--- config.mk ---
export PLATFORM = sky130hd
export DESIGN_NAME = intr_srvc_seq
export DESIGN_NICKNAME = d
export VERILOG_FILES = /design/src/rtl/intr_srvc_seq.sv
export SDC_FILE = /design/constraint.sdc
export NUM_CORES = 1
export LEC_CHECK = 0
export BUFFER_PORTS_ARGS = -buffer_cell sky130_fd_sc_hd__buf_2
export CORE_MARGIN = 8
export CORE_UTILIZATION = 25
export DETAILED_ROUTE_END_ITERATION = 10
export GPL_ROUTABILITY_DRIVEN = 1
export PLACE_DENSITY = 0.44
export SYNTH_ARGS = -nofsm -noshare
export SYNTH_HDL_FRONTEND = slang
export SYNTH_SLANG_ARGS = --single-unit
--- constraint.sdc ---
create_clock -name pclk_i -period 2.5 [get_ports pclk_i]
set_clock_uncertainty 0.2 [all_clocks]
set_input_delay 0 -clock pclk_i [delete_from_list [all_inputs] [get_ports pclk_i]]
set_output_delay 0 -clock pclk_i [all_outputs]
set_load 0.01 [all_outputs]
--- src/rtl/intr_srvc_seq.sv ---
// Interrupt service sequencer: latches the controller's winning ID, runs the CPU irq/ack/eoi
// handshake, pulses serviced back to the controller and counts completions. Optional macro: INTR_TIMEOUT_EN.
module intr_srvc_seq #(
    parameter int INTRPT_WIDTH   = 4,
    parameter int CNT_WIDTH      = 8,
    parameter int TIMEOUT_CYCLES = 64
) (
    input  logic                    pclk_i,
    input  logic                    prst_i,
    input  logic [INTRPT_WIDTH-1:0] intr_to_srvc_i,
    input  logic                    intr_valid_i,
    output logic                    intr_srvcd_o,
    output logic                    cpu_irq_o,
    output logic [INTRPT_WIDTH-1:0] cpu_irq_id_o,
    input  logic                    cpu_ack_i,
    input  logic                    cpu_eoi_i,
    output logic                    busy_o,
    output logic [CNT_WIDTH-1:0]    srvc_cnt_o,
    output logic                    timeout_o
);

    typedef enum logic [4:0] {
        ST_IDLE    = 5'b00001,
        ST_REQ     = 5'b00010,
        ST_SERVICE = 5'b00100,
        ST_DONE    = 5'b01000,
        ST_RELEASE = 5'b10000
    } state_t;

    if (TIMEOUT_CYCLES < 2) begin : g_bad_timeout
        $error("TIMEOUT_CYCLES must be at least 2");
    end

    state_t                  state_q, state_d, nxt_s;
    logic                    srvcd_q, srvcd_d;
    logic                    irq_q, irq_d;
    logic [INTRPT_WIDTH-1:0] id_q, id_d;
    logic                    busy_q, busy_d;
    logic [CNT_WIDTH-1:0]    cnt_q, cnt_d;
    logic                    expire_s;

    // Natural next state from the handshake inputs, before any timeout override
    always_comb begin
        nxt_s = state_q;
        case (state_q)
            ST_IDLE: begin
                if (intr_valid_i) nxt_s = ST_REQ;
                else              nxt_s = ST_IDLE;
            end
            ST_REQ: begin
                if (!intr_valid_i)             nxt_s = ST_IDLE;
                else if (cpu_ack_i && cpu_eoi_i) nxt_s = ST_DONE;
                else if (cpu_ack_i)            nxt_s = ST_SERVICE;
                else                           nxt_s = ST_REQ;
            end
            ST_SERVICE: begin
                if (cpu_eoi_i) nxt_s = ST_DONE;
                else           nxt_s = ST_SERVICE;
            end
            ST_DONE: nxt_s = ST_RELEASE;
            ST_RELEASE: begin
                if (!intr_valid_i) nxt_s = ST_IDLE;
                else               nxt_s = ST_RELEASE;
            end
            default: nxt_s = ST_IDLE;
        endcase
    end

`ifdef INTR_TIMEOUT_EN
    localparam int TMR_W = $clog2(TIMEOUT_CYCLES) + 1;
    localparam logic [TMR_W-1:0] TMR_LAST = TMR_W'(TIMEOUT_CYCLES - 1);

    logic [TMR_W-1:0] tmr_q, tmr_d;
    logic             tmo_q;
    logic             waiting_s;

    // Expiry only forces DONE when the handshake itself would not move the FSM this cycle
    always_comb begin
        waiting_s = (state_q == ST_REQ) || (state_q == ST_SERVICE);
        expire_s  = 1'b0;
        if (waiting_s && (nxt_s == state_q) && (tmr_q == TMR_LAST)) expire_s = 1'b1;
        else                                                       expire_s = 1'b0;
        state_d = expire_s ? ST_DONE : nxt_s;
        if (waiting_s && (state_d == state_q)) tmr_d = tmr_q + {{(TMR_W-1){1'b0}}, 1'b1};
        else                                   tmr_d = {TMR_W{1'b0}};
    end

    // Wait timer and registered timeout pulse
    always_ff @(posedge pclk_i or posedge prst_i) begin
        if (prst_i) begin
            tmr_q <= {TMR_W{1'b0}};
            tmo_q <= 1'b0;
        end else begin
            tmr_q <= tmr_d;
            tmo_q <= expire_s;
        end
    end

    assign timeout_o = tmo_q;
`else
    // Without the timer the handshake alone decides the next state
    always_comb begin
        expire_s = 1'b0;
        state_d  = nxt_s;
    end

    assign timeout_o = 1'b0;
`endif

    // Registered outputs are derived from the next state so they line up with the state register
    always_comb begin
        irq_d   = (state_d == ST_REQ);
        busy_d  = (state_d != ST_IDLE);
        srvcd_d = (state_d == ST_DONE);
        id_d    = id_q;
        cnt_d   = cnt_q;
        if ((state_q == ST_IDLE) && (state_d == ST_REQ)) id_d = intr_to_srvc_i;
        else                                            id_d = id_q;
        if (srvcd_d && !expire_s && (cnt_q != {CNT_WIDTH{1'b1}}))
            cnt_d = cnt_q + {{(CNT_WIDTH-1){1'b0}}, 1'b1};
        else
            cnt_d = cnt_q;
    end

    // State and output registers
    always_ff @(posedge pclk_i or posedge prst_i) begin
        if (prst_i) begin
            state_q <= ST_IDLE;
            srvcd_q <= 1'b0;
            irq_q   <= 1'b0;
            id_q    <= {INTRPT_WIDTH{1'b0}};
            busy_q  <= 1'b0;
            cnt_q   <= {CNT_WIDTH{1'b0}};
        end else begin
            state_q <= state_d;
            srvcd_q <= srvcd_d;
            irq_q   <= irq_d;
            id_q    <= id_d;
            busy_q  <= busy_d;
            cnt_q   <= cnt_d;
        end
    end

    assign intr_srvcd_o = srvcd_q;
    assign cpu_irq_o    = irq_q;
    assign cpu_irq_id_o = id_q;
    assign busy_o       = busy_q;
    assign srvc_cnt_o   = cnt_q;

endmodule

Word-level counts from Yosys, hierarchy flattened
Cells that the tools add are included.
Storage, ports and cells
  register bits: 20
  input bits: 9
Cells by class
  add/sub/neg operators: 1
  equality and inequality tests: 9
  mux-type cells: 7
  reduce and logical (&&, ||, !) cells: 3
Operator list (number)
  5-bit one-hot mux with 5 select lines: 1
  4-bit 2-to-1 mux: 3
  5-bit by 2-bit equality test with 1-bit output, second input constant: 2
  5-bit by 4-bit equality test with 1-bit output, second input constant: 2
  8-bit by 1-bit adder with 8-bit output, second input constant: 1
  8-bit inequality test, second input constant: 1
  5-bit by 1-bit equality test with 1-bit output, second input constant: 1
  5-bit by 3-bit equality test with 1-bit output, second input constant: 1
  5-bit equality test, second input constant: 1
  5-bit 2-to-1 mux: 1
  5-bit by 1-bit inequality test with 1-bit output, second input constant: 1
  1-bit logical AND: 3
  3-bit 2-to-1 mux: 1
  2-bit 2-to-1 mux: 1

Depth between registers and ports, before layout
  depth after elaboration: 6
  depth in mapped cells: 6

Worst setup path after synthesis
No wires, ideal clock.
  kind: register to register
  start: reg cnt_q[0] (netlist: srvc_cnt_o[0])
  end: reg cnt_q[1] (netlist: srvc_cnt_o[1])
  library setup time: 128 ps
  arrival: 1589 ps
  required time: 2172 ps
  path slack: 584 ps
  cell stages (with the launch flop): 6
  path buffers: 0
  clock period less this slack: 1916 ps
  cells stage by stage: dfrtp_1 ha_1 nand2_1 or3_1 o211ai_4 mux2_1
On the way
  longest elaborated chain between the ends: 2
  elaborated cells between the ends (all ways): 3
  classes of those cells: add/sub (1); eq/ne (1); reduce/logical (1)
Ends and longest elaborated chain
  start: declaration: line 39  | logic [CNT_WIDTH-1:0] cnt_q, cnt_d;
  start signal: assignment: line 133  | cnt_q <= {CNT_WIDTH{1'b0}};
  start signal: assignment: line 140  | cnt_q <= cnt_d;
  parallel branches: the longest is 2 deep, another holds 8-bit by 1-bit adder with 8-bit output
Parallel ways; which one is timed is not known.
A chain may end at the register's enable or synchronous reset.

Worst setup path in the final report
  start: reg state_q[4]
  end: reg cnt_q[7] (netlist: srvc_cnt_o[7])
On the way
  longest elaborated chain between the ends: 4
  elaborated cells between the ends (all ways): 8
  classes of those cells: eq/ne (6); mux (1); reduce/logical (1)
Ends and longest elaborated chain
  start: declaration: line 34  | state_t state_q, state_d, nxt_s;
  start signal: assignment: line 135  | state_q <= state_d;
  5-bit equality test, or another cell as far along: line 45  | case (state_q)
  5-bit one-hot mux with 5 select lines *: line 45
  5-bit by 4-bit equality test with 1-bit output *: line 114  | srvcd_d = (state_d == ST_DONE);
  1-bit logical AND *: line 119  | if (srvcd_d && !expire_s && (cnt_q != {CNT_WIDTH{1'b1}}))
Mark *: on every way between the ends. The rest lies on a longest branch, timed or not.

==> impl_metrics.yaml <==
run_status:
  outcome: "finished, final reports clean"
clock_network:
  cts_hold_buf: 8
  cts_num_sinks: 20
  postCtsResizedCells: 0
  cts_tree: "built"
  cts_buffer_depth: 2
  htreeDepth: 1
  cts_made_buffers: 3
  clkLatencyLatePin_ns: 0.26
  root_buffer: "clkbuf_8"
  post_cts_buffers: 0
  clk_pin_slew_ns: 0.08
critical_path:
  crit_path_end_kind: "flop"
  r2r_start: "state_q[4]$_DFF_PP0_"
  cp_slowest_cell: "or4b_4"
  start_kind: "flop"
  cp_cell_sequence: "or4b_4 > nor2_4 > o211ai_4 > nor4_4 > xor2_1"
  critPathMaxStageDelay_ns: 0.58
  startpoint: "state_q[4]$_DFF_PP0_"
  cp_max_fo: 7
  path_delay_family: "simple AND/OR/NAND/NOR gates"
  cp.required_ns: 2.48
  critical_path_buf_inv_count: 0
  path_class: "flop to flop"
  arrival_ns: 2.02
synth:
  yosysSeqAreaShare: 0.539
  dominantRegCellSynth: "dfrtp_1"
  avgSynthCellArea_sq_um: 11.8
  synthTopCellsByArea: "dfrtp_1, mux2_2, o21a_1"
  syn_inst: 79
  ys_ff_latch: 20
  synth_edf_count: 0
  yosysWarnings: 0
  synthesis.nets: 89
  ys_types: 30
  netlist.area_leader.share: 0.511
  synthArstFlopShare: 1.00
  yosys.area.top_type: "dfrtp_1"
  synth_common_cells: "dfrtp_1, nor2_1, nand2_1, nor2b_1, o21a_1"
  synth_most_common_cell: "dfrtp_1"
  synth_area_sq_um: 931
floorplan:
  die_h_um: 77.0
  die_x_um: 77.0
  io_pins: 25
  coreArea_sq_um: 3630
  start_util: 0.256
  row_count: 22
  die_area_sq_um: 5930
sta:
  maxSlewViolCount: 0
  maxSlewHeadroom: 0.492
  grt_setup_unrepaired: "no"
  setup-violations-final: 0
  timing.final.ws_setup_ns: 0.462
  final_hold_viol_count: 0
  fmax_mhz: 491
  setup-tns-final_ns: 0
  post-route-period-util: 0.815
  period_minus_slack_ns: 2.04
  worst_slew_pin_slew_ns: 0.761
place:
  place.gp.congestion: 0.708
  dpl_worst_slack_ns: 0.479
  dpl.cell_count: 149
  portBuffers: 23
  dpl.hpwl_um: 1430
global_route:
  grt_max_degree: 21
  overflow: 0
  grt_pass1_vias: 745
  grt_antenna_before_repair: 0
  grt_use_total: 0.0709
  grt_pass1_wl_um: 3520
power:
  power-per-cell-area_nw_per_um2: 713
  pwr-share-comb: 0.184
  sequentialPowerShare: 0.456
  ir_worst_vdd_uv: 353
  p_leak_nw: 0.619
  p_int_w: 0.000671
  pwr-share-clk: 0.360
  p_sw_w: 0.000220
  swShare: 0.247
cells_and_area:
  final_cells: 161
  num_antenna_cells: 0
  drive_above_1_share: 0.345
  fillers: 380
  areaGrowthSynthToFinish_pct: 34.3
  layout.nets: 124
detailed_routing:
  initialDrtViolationCount: 50
  route.detailed.drc: 0
  num_vias: 684
  ant_nets: 0
  avgRoutedWirePerCell_um: 12.0
  routed_wl_um: 1930
  viasPerCell: 4.25
  dr.pass1.iters: 3
run:
  maxCapViolations: 0
hold_path:
  min_path_type: "input pin to asynchronous set/reset pin"
-- registers in the layout, indices dropped and copies added, names as in the netlist --
name / flops
cpu_irq_o: 1
busy_o: 1
intr_srvcd_o: 1
cpu_irq_id_o: 4
srvc_cnt_o: 8
state_q: 5
-- tightest hold or removal path: stages --
cell and delay (ns):
dlygate4sd3_1 0.53, buf_2 0.12, inv_1 0.55
-- placed cells by master (no fill, tap or decap), types with 3 or more instances in the layout --
master          n
nand3_1         3
o21a_1          5
clkbuf_8        3
buf_2          23
inv_1           3
dlygate4sd3_1   8
nand2_1         5
nor2_1          8
nor2b_1         5
dfrtp_1        19
xor2_1          4
mux2_2          4
a21oi_1         3
-- logic make-up (layout without fill, tap and decap cells) --
| kind of cell | Yosys count | count (layout) | share of synthesized area |
|---|---|---|---|
| other cells | 1 | 1 | 0.00403 |
| mux | 5 | 5 | 0.0605 |
| fa+ha+maj | 1 | 1 | 0.0134 |
| xor+xnor | 5 | 5 | 0.0470 |
| buf+inv | 4 | 38 | 0.0202 |
| flops | 20 | 20 | 0.539 |
| compound gates | 13 | 13 | 0.109 |
| simple gates | 30 | 30 | 0.207 |
-- area by class of cell --
| cell class | instances | area, sq um | share of cell area |
|---|---|---|---|
| Tap cell | 48 | 60.1 | 0.0480 |
| Clock buffer | 3 | 41.3 | 0.0330 |
| Inverter | 3 | 11.3 | 0.00901 |
| Sequential cell | 20 | 502 | 0.401 |
| Clock inverter | 1 | 30.0 | 0.0240 |
| Timing Repair Buffer | 31 | 195 | 0.156 |
| Multi-Input combinational cell | 55 | 410 | 0.328 |
-- path summary, 6_finish.rpt --
check / to / slack [ns] / cells past startpoint
min in group pclk_i: srvc_cnt_o[5]$_DFFE_PP0P_ / 0.29 / 1
worst min-delay path: state_q[4]$_DFF_PP0_ / 0.22 / 3
worst max-delay path: srvc_cnt_o[7]$_DFFE_PP0P_ / 0.46 / 5
worst min register to register: srvc_cnt_o[5]$_DFFE_PP0P_ / 0.29 / 1
worst max register to register: srvc_cnt_o[7]$_DFFE_PP0P_ / 0.46 / 5
max in group asynchronous: state_q[2]$_DFF_PP0_ / 1.41 / 3
-- power groups by stage --
stage / combinational (W) / sequential (W) / clock, W
6_report: 0.000164 / 0.000406 / 0.000321
5_1_grt: 0.000186 / 0.000414 / 0.000352
4_1_cts: 0.000169 / 0.000406 / 0.000337
3_5_place_dp: 0.000160 / 0.000412 / 0
3_3_place_gp: 0.000160 / 0.000410 / 0
2_1_floorplan: 0.0000741 / 0.000429 / 0
-- metal layers --
layer | vias to the layer above | wire length [um] | global-route usage
li1 | 340 | - | -
met1 | 321 | 894 | 0.0810
met2 | 21 | 870 | 0.115
met3 | 2 | 158 | 0.0361
met4 | 0 | 10 | 0.0170
met5 | - | 0 | 0
-- stage by stage --
stage	cell area (sq um)	hold WS (ns)	util	total power [W]
after floorplan	931	-0.237	-	0.000503
after global placement	1100	-0.00736	0.302	0.000570
after detailed placement	1100	-0.0113	0.302	0.000571
after CTS	1250	0.247	0.344	0.000912
after global routing	1250	0.283	0.344	0.000952
final	1250	0.216	0.344	0.000891
(Power assumes the default switching activity.)
